`config.mk`:
```
export PLATFORM = sky130hd
export DESIGN_NAME = snake_grid_renderer
export DESIGN_NICKNAME = d
export VERILOG_FILES = /design/src/rtl/snake_grid_renderer.sv
export SDC_FILE = /design/constraint.sdc
export NUM_CORES = 1
export LEC_CHECK = 0
export CORE_MARGIN = 5
export CORE_UTILIZATION = 25
export CTS_CLUSTER_SIZE = 20
export DETAILED_ROUTE_END_ITERATION = 10
export PLACE_DENSITY = 0.47
export SLEW_MARGIN = 20
export SYNTH_ARGS = -nofsm -noshare
export SYNTH_HDL_FRONTEND = slang
export SYNTH_SLANG_ARGS = --single-unit
export TNS_END_PERCENT = 10
```
`constraint.sdc`:
```
create_clock -name Clk -period 7.9 [get_ports Clk]
set_input_delay 1.58 -clock Clk [delete_from_list [all_inputs] [get_ports Clk]]
set_output_delay 1.58 -clock Clk [all_outputs]
set_load 0.02 [all_outputs]
```
`src/rtl/snake_grid_renderer.sv`:
```
// Snake grid renderer: rasterises the segment list into a double-buffered occupancy bitmap
// once per frame and colours pixels by bitmap lookup. Optional macro GRID_LINES_EN draws cell borders.
module snake_grid_renderer #(
  parameter int GRID_W   = 16,
  parameter int GRID_H   = 16,
  parameter int CELL_PX  = 30,
  parameter int MAX_LEN  = 16,
  parameter int LOC_W    = 8,
  parameter int H_ORIGIN = 144,
  parameter int V_ORIGIN = 35
) (
  input  logic                         Clk,
  input  logic                         Reset_n,
  input  logic                         Bright,
  input  logic [9:0]                   hCount,
  input  logic [9:0]                   vCount,
  input  logic                         Qi,
  input  logic                         Qw,
  input  logic                         Ql,
  input  logic                         Qc,
  input  logic [LOC_W-1:0]             Food,
  input  logic [$clog2(MAX_LEN+1)-1:0] Length,
  input  logic [MAX_LEN*LOC_W-1:0]     Locations_Flat,
  output logic [11:0]                  rgb,
  output logic [11:0]                  background,
  output logic                         busy
);

  // state  | meaning
  // IDLE   | after reset, waiting for the first frame boundary
  // CLEAR  | zero the back bitmap and invalidate the back head
  // SCAN   | one segment per cycle into the back bitmap / head register
  // READY  | back buffer complete, waiting to swap at the next frame boundary
  typedef enum logic [1:0] {S_IDLE, S_CLEAR, S_SCAN, S_READY} state_t;

  localparam int CELLS = GRID_W * GRID_H;
  localparam int LEN_W = $clog2(MAX_LEN + 1);
  localparam int SUB_W = (CELL_PX > 1) ? $clog2(CELL_PX) : 1;
  localparam int HC_W  = $clog2(GRID_W + 1);
  localparam int VC_W  = $clog2(GRID_H + 1);

  localparam logic [9:0]       H_LO    = 10'(H_ORIGIN);
  localparam logic [9:0]       H_HI    = 10'(H_ORIGIN + GRID_W * CELL_PX);
  localparam logic [9:0]       H_RLD   = 10'(H_ORIGIN - 1);
  localparam logic [9:0]       V_LO    = 10'(V_ORIGIN);
  localparam logic [9:0]       V_HI    = 10'(V_ORIGIN + GRID_H * CELL_PX);
  localparam logic [9:0]       V_RLD   = 10'(V_ORIGIN - 1);
  localparam logic [SUB_W-1:0] SUB_MAX = SUB_W'(CELL_PX - 1);
  localparam logic [LOC_W:0]   CELLS_L = (LOC_W + 1)'(CELLS);
  localparam logic [LEN_W-1:0] LEN_MAX = LEN_W'(MAX_LEN);

  localparam logic [11:0] C_HEAD = 12'hF80;
  localparam logic [11:0] C_BODY = 12'hFF0;
  localparam logic [11:0] C_FOOD = 12'hFFF;
`ifdef GRID_LINES_EN
  localparam logic [11:0] C_GRID = 12'h444;
`endif

  state_t                     state_q, state_d;
  logic [LEN_W-1:0]           idx_q, idx_d;
  logic [LEN_W-1:0]           len_q, len_d;
  logic [MAX_LEN*LOC_W-1:0]   locs_q, locs_d;
  logic [LOC_W-1:0]           food_snap_q, food_snap_d;
  logic                       food_snap_vld_q, food_snap_vld_d;
  logic [CELLS-1:0]           back_q, back_d;
  logic [CELLS-1:0]           front_q, front_d;
  logic [LOC_W-1:0]           head_q, head_d;
  logic                       head_vld_q, head_vld_d;
  logic [LOC_W-1:0]           head_disp_q, head_disp_d;
  logic                       head_disp_vld_q, head_disp_vld_d;
  logic [LOC_W-1:0]           food_disp_q, food_disp_d;
  logic                       food_disp_vld_q, food_disp_vld_d;

  logic [SUB_W-1:0]           hsub_q, hsub_d, vsub_q, vsub_d;
  logic [HC_W-1:0]            hcell_q, hcell_d;
  logic [VC_W-1:0]            vcell_q, vcell_d;
  logic [11:0]                rgb_q, rgb_d;
  logic [11:0]                bg_q, bg_d;

  logic                       frame_start;
  logic                       take_snap;
  logic [LOC_W-1:0]           seg;
  logic                       seg_ok;
  logic                       in_grid;
  int                         pix_cell_int;
  logic [LOC_W-1:0]           pix_cell;

  assign frame_start = (hCount == 10'd0) && (vCount == 10'd0);
  assign seg         = locs_q[MAX_LEN*LOC_W-1 -: LOC_W];
  assign seg_ok      = ({1'b0, seg} < CELLS_L);

  always_comb begin
    state_d         = state_q;
    idx_d           = idx_q;
    len_d           = len_q;
    locs_d          = locs_q;
    food_snap_d     = food_snap_q;
    food_snap_vld_d = food_snap_vld_q;
    back_d          = back_q;
    front_d         = front_q;
    head_d          = head_q;
    head_vld_d      = head_vld_q;
    head_disp_d     = head_disp_q;
    head_disp_vld_d = head_disp_vld_q;
    food_disp_d     = food_disp_q;
    food_disp_vld_d = food_disp_vld_q;
    take_snap       = 1'b0;

    case (state_q)
      S_IDLE: begin
        if (frame_start) take_snap = 1'b1;
      end
      S_CLEAR: begin
        back_d     = '0;
        head_vld_d = 1'b0;
        idx_d      = '0;
        state_d    = (len_q == '0) ? S_READY : S_SCAN;
      end
      S_SCAN: begin
        if (idx_q == '0) begin
          head_d     = seg;
          head_vld_d = seg_ok;
        end else if (seg_ok) begin
          back_d[seg] = 1'b1;
        end
        locs_d = locs_q << LOC_W;
        idx_d  = idx_q + LEN_W'(1);
        if (idx_q == len_q - LEN_W'(1)) state_d = S_READY;
      end
      S_READY: begin
        if (frame_start) begin
          front_d         = back_q;
          head_disp_d     = head_q;
          head_disp_vld_d = head_vld_q;
          if (food_snap_vld_q) begin
            food_disp_d     = food_snap_q;
            food_disp_vld_d = 1'b1;
          end
          take_snap = 1'b1;
        end
      end
      default: state_d = S_IDLE;
    endcase

    // Snapshot shared by the first boundary and every later swap boundary.
    if (take_snap) begin
      locs_d          = Locations_Flat;
      len_d           = (Length > LEN_MAX) ? LEN_MAX : Length;
      food_snap_d     = Food;
      food_snap_vld_d = Qc;
      state_d         = S_CLEAR;
    end
  end

  always_comb begin
    hsub_d  = hsub_q;
    hcell_d = hcell_q;
    vsub_d  = vsub_q;
    vcell_d = vcell_q;
    if (hCount == H_RLD) begin
      hsub_d  = '0;
      hcell_d = '0;
    end else if (hsub_q == SUB_MAX) begin
      hsub_d  = '0;
      hcell_d = hcell_q + HC_W'(1);
    end else begin
      hsub_d = hsub_q + SUB_W'(1);
    end
    // Preload one step before cell 0 so the first advance on the top row lands on 0/0.
    if (vCount == V_RLD) begin
      vsub_d  = SUB_MAX;
      vcell_d = '1;
    end else if (hCount == 10'd0) begin
      if (vsub_q == SUB_MAX) begin
        vsub_d  = '0;
        vcell_d = vcell_q + VC_W'(1);
      end else begin
        vsub_d = vsub_q + SUB_W'(1);
      end
    end
  end

  assign in_grid      = (hCount >= H_LO) && (hCount < H_HI) && (vCount >= V_LO) && (vCount < V_HI);
  assign pix_cell_int = int'(vcell_q) * GRID_W + int'(hcell_q);
  assign pix_cell     = LOC_W'(pix_cell_int);

  always_comb begin
    rgb_d = '0;
    if (Bright) begin
      rgb_d = bg_q;
      if (in_grid) begin
        if (head_disp_vld_q && (pix_cell == head_disp_q)) rgb_d = C_HEAD;
        else if (front_q[pix_cell])                       rgb_d = C_BODY;
        else if (food_disp_vld_q && (pix_cell == food_disp_q)) rgb_d = C_FOOD;
`ifdef GRID_LINES_EN
        else if ((hsub_q == '0) || (vsub_q == '0))        rgb_d = C_GRID;
`endif
      end
    end
  end

  always_comb begin
    bg_d = 12'h000;
    if (Qi)      bg_d = 12'h000;
    else if (Ql) bg_d = 12'hF00;
    else if (Qw) bg_d = 12'h0F0;
  end

  always_ff @(posedge Clk) begin
    if (!Reset_n) begin
      state_q         <= S_IDLE;
      idx_q           <= '0;
      len_q           <= '0;
      locs_q          <= '0;
      food_snap_q     <= '0;
      food_snap_vld_q <= 1'b0;
      back_q          <= '0;
      front_q         <= '0;
      head_q          <= '0;
      head_vld_q      <= 1'b0;
      head_disp_q     <= '0;
      head_disp_vld_q <= 1'b0;
      food_disp_q     <= '0;
      food_disp_vld_q <= 1'b0;
      hsub_q          <= '0;
      hcell_q         <= '0;
      vsub_q          <= '0;
      vcell_q         <= '0;
      rgb_q           <= '0;
      bg_q            <= '0;
    end else begin
      state_q         <= state_d;
      idx_q           <= idx_d;
      len_q           <= len_d;
      locs_q          <= locs_d;
      food_snap_q     <= food_snap_d;
      food_snap_vld_q <= food_snap_vld_d;
      back_q          <= back_d;
      front_q         <= front_d;
      head_q          <= head_d;
      head_vld_q      <= head_vld_d;
      head_disp_q     <= head_disp_d;
      head_disp_vld_q <= head_disp_vld_d;
      food_disp_q     <= food_disp_d;
      food_disp_vld_q <= food_disp_vld_d;
      hsub_q          <= hsub_d;
      hcell_q         <= hcell_d;
      vsub_q          <= vsub_d;
      vcell_q         <= vcell_d;
      rgb_q           <= rgb_d;
      bg_q            <= bg_d;
    end
  end

  assign rgb        = rgb_q;
  assign background = bg_q;
  assign busy       = (state_q == S_CLEAR) || (state_q == S_SCAN);

endmodule

```
# Word-level counts from Yosys, hierarchy flattened
# Index checks and enable logic that the tools add are counted.
# totals
ff_bits	732
inputBits	168
output_inout_bits	25
word_cells	118
# op_classes
n_addsub	7
order_cmp	8
n_eq_ne	14
n_mux	30
bitwise_logic	2
n_reduce_logical	34
# op_table
op	count
$pmux 256 s2	1
$mux 128	2
$mux 256	1
$or 256x256->256	1
$mux 12	5
$mux 5	7
$add 5x1->5 const B	5
$logic_not 10->1	2
$lt 10x10->1 const B	2
$lt 8x9->1 const B	2
$eq 8x8->1	2
$reduce_and 2->1	8
$eq 10x6->1 const B	1
$eq 10x8->1 const B	1
$eq 5x5->1 const B	2
$ge 10x6->1 const B	1
$ge 10x8->1 const B	1
$logic_not 5->1	2
$pmux 5 s2	1
$reduce_or 2->1	5
$add 8x5->8	1
$bmux 1 s8	1
$demux 1 s8	1
$ge 8x1->1 const B	1
20 further kinds	39

# Depth between registers and ports, before layout
# depth
ltp_word	7
mapped_depth	11
mapped_depth_nobuf	9

# Worst setup path before layout
# No wires, ideal clock.
# synth_path
path_type	input to register
start	input vCount[7]
end	register front_q[195]
setup_time_ps	70
arrival_time_ps	3334
required_time_ps	7830
slack_ps	4496
stages	9
n_path_buf	3
path_cell_list	or3_1 > nor4_1 > nor4b_2 > and2_1 > buf_2 > buf_2 > buf_2 > nand2_1 > a21boi_1
# synth_between
elab_chain_len	3
# synth_rtl
element	line_no	text
start, declared	16	input logic [9:0] vCount,
$logic_not 10->1	88	assign frame_start = (hCount == 10'd0) && (vCount == 10'd0);
$logic_and 1x1->1	88	
$reduce_and 2->1 (no line)	--	
end signal, assigned	239	front_q <= front_d;
end, declared	66	logic [CELLS-1:0] front_q, front_d;
# No other way between the ends.
# A chain may end at the register's enable or synchronous reset.

# Worst setup path in the final report
# layout_path
start	input hCount[5]
end	register locs_q[125]
# layout_between
elab_chain_len	5
word_cells_on_any_way	6
cone_classes	3 x mux; 3 x reduce/logical
# layout_rtl
element	line_no	text
start, declared	15	input logic [9:0] hCount,
$logic_not 10->1 *	88	
$logic_and 1x1->1 *	88	
$mux 1 *	111, 131	
$mux 1 *	--	
$mux 128 / $reduce_bool 2->1 (equally long branches)	--	
end signal, assigned	235	locs_q <= locs_d;
end, declared	62	logic [MAX_LEN*LOC_W-1:0] locs_q, locs_d;
# Mark *: on every way between the ends. The rest lies on a longest branch, timed or not.

==> flow_summary.ini <==
[placed_design]
dp_hpwl_um = 50750
postPlaceCellArea_um2 = 32070
portBuffers = 188
gp_congestion = 0.7307

[synthesis]
ys_seq_area_share_pct = 49.50
synth_edf_count = 0
yosysUniqueCellTypes = 55
ys.flop_type = dfxtp_1
ys_warn_count = 0
synth.avg_cell_area_um2 = 8.992
synthCells = 3207
synth-seq-cells = 713
async_reset_ff_share_pct = 0
netlist_area_um2 = 28840

[worst_setup_path]
worst_setup_path_start_kind = primary input
endpoint_kind = flop
cp.required_ns = 8.41
cp.arrival_ns = 5.31
crit_path_max_fanout = 186
critPathKind = primary input to flop

[cts]
cts_buffers = 79
h-tree-depth = 3
cts.sinks = 713
hold_buffers = 0
post-cts-setup-buffer-count = 0
cts_tree = done
cts_resized = 0
clk_transition_reported_paths_ns = 0.06
clock_latency_ns = 0.63
cts.path.max_buffers = 3
clock-root-buffer = clkbuf_16

[run]
cap_violations = 0

[sta]
finalSetupTns_ns = 0
timing.slew.headroom_pct = 30.11
hold_viol_final = 0
min_period_ns = 4.806
min_period_over_period_pct = 60.84
worst_pin_slew_ns = 1.045
rsz0062_at_grt = false
fmax_mhz = 208.1
whs_ns = 0.4395
finalSetupViolations = 0
fin_skew_ns = 0.02528
slew_violations = 0

[final_layout]
drive_gt1_share_pct = 7.882
syn2layout_area_growth_pct = 20.57
design_area_um2 = 34770
final_common_cell = nand2_1
final_cell_mix = 714 x nand2_1, 710 x dfxtp_1, 299 x nor2_1, 294 x a21boi_1, 266 x a21oi_1
fin_nets = 3442

[detailed_routing]
met2_length_um = 40780
drc = 0
routed_wirelength_um = 86570
wl_met1_um = 40150
first_pass_iters = 5
routed_via_density = 4.574
highest_layer = met5
drtIter0Drc = 1298
num_vias = 22140
routed-wl-met3_um = 4076
wl_per_cell_um = 17.89
antenna_left = 0

[power_and_ir_drop]
leakage_nw = 13.14
ir_worst_vdd_v = 0.0001318
powerDensity_nw_per_um2 = 222.2
finalPower_mw = 7.727

[global_route]
grt_max_degree = 197
grt_usage_pct = 13.80
grt_pass1_wl_um = 132900
antenna_found_initial = 4
grt_pass1_vias = 21440
gr-total-overflow = 0

[hold_path]
min_path_type = flop to flop

[outcome]
outcome = complete, no violations

[floorplanning]
die_x_um = 349.6
dieArea_um2 = 122200
dieHeight_um = 349.6
start_util_pct = 25.18
coreArea_um2 = 114500
ios = 193
rows = 124
## cell families after synthesis
group / after synthesis / share of synthesized area, %
AOI/OAI and AO/OA: 760 / 18.45
DFF: 713 / 49.50
other: 1 / 0.01300
muxes: 219 / 9.385
buffers and inverters: 297 / 4.369
and+or+nand+nor: 1165 / 16.52
xor gates and xnor gates: 38 / 1.154
adders and majority gates: 14 / 0.6075
## sequential cells by signal (all words and copies together), names as in the netlist
| register | cells |
|---|---|
| food_disp_vld_q | 1 |
| food_disp_q | 8 |
| food_snap_q | 8 |
| idx_q | 5 |
| locs_q | 128 |
| background | 2 |
| state_q | 2 |
| vsub_q | 5 |
| head_disp_vld_q | 1 |
| vcell_q | 4 |
| hcell_q | 5 |
| front_q | 256 |
| back_q | 256 |
| hsub_q | 5 |
| head_q | 8 |
| head_disp_q | 8 |
| len_q | 5 |
| rgb | 4 |
| food_snap_vld_q | 1 |
| head_vld_q | 1 |
## stage by stage
stage / instances / util (%) / setup WS, ns
floorplan: 3210 / - / 4.496
global placement: 4691 / 28.01 / 2.500
detailed placement: 4691 / 28.01 / 2.453
CTS: 4836 / 30.36 / 3.102
global route: 4836 / 30.36 / 2.839
finish: 4839 / 30.37 / 3.094
## synthesized netlist by cell type (3+ instances only)
cell      count  share of area, %
nand2_1     716               9.3
dfxtp_1     713                49
nor2_1      299               3.9
a21boi_1    294               7.7
a21oi_1     266               4.6
clkbuf_1    213               2.8
mux2i_1     177               6.1
o211a_1     121               4.2
buf_2        44              0.76
mux4_2       41               3.2
nor3_1       28              0.49
buf_4        24              0.62
xnor2_1      24              0.73
nand3_1      22              0.38
o22ai_1      20              0.43
inv_1        16              0.21
nand3b_1     15              0.39
ha_1         14              0.61
nor2b_1      14              0.30
xor2_1       14              0.43
nand4_1      11              0.24
a21boi_0     10              0.26
a221oi_1     10              0.30
o21ai_0      10              0.17
nand2b_1      9              0.20
or4_1         9              0.23
and2_1        7              0.15
and3_1        7              0.15
or3_1         7              0.15
a31oi_1       6              0.13
nor4_1        6              0.13
a211o_1       3             0.091
a22oi_1       3             0.078
and4_1        3             0.091
nor3b_1       3             0.078
nor4b_1       3             0.091
## power by group
part,leakage [nW],switching (mW),internal [mW]
sequential,5.74,0.00390,3.60
combinational,6.06,0.185,0.143
clock,1.33,1.55,2.25
## layout make-up
class	count	area (um2)
sequential	713	14280
multi-input combinational	2200	13440
timing repair buffer	250	2402
inverter	16	60.06
clock inverter	30	365.4
clock buffer	115	2323
fill	12120	79730
antenna	3	7.507
tap	1512	1892
## routing by layer
| metal | vias up | global-route usage (%) |
|---|---|---|
| li1 | 11030 | - |
| met4 | 6 | 3.352 |
| met5 | - | 0 |
| met3 | 97 | 2.884 |
| met1 | 10630 | 18.29 |
| met2 | 369 | 23.12 |
## worst paths after layout
path,startpoint,end,slack (ns),depth (start not counted)
worst min-delay path,back_q[228],front_q[228],0.44,2
worst max-delay path,hCount[5],locs_q[125],3.09,7
worst min register to register,back_q[228],front_q[228],0.44,2
worst max register to register,hcell_q[2],rgb[3],4.13,9
## critical path: stages
cell             delay (ns)
clkdlybuf4s50_1        0.43
nor3_1                 0.33
nand4_1                0.43
nor4b_2                0.81
nand2_4                0.60
buf_12                 0.44
o211a_1                0.41
Power figures use the tool's default switching activity.
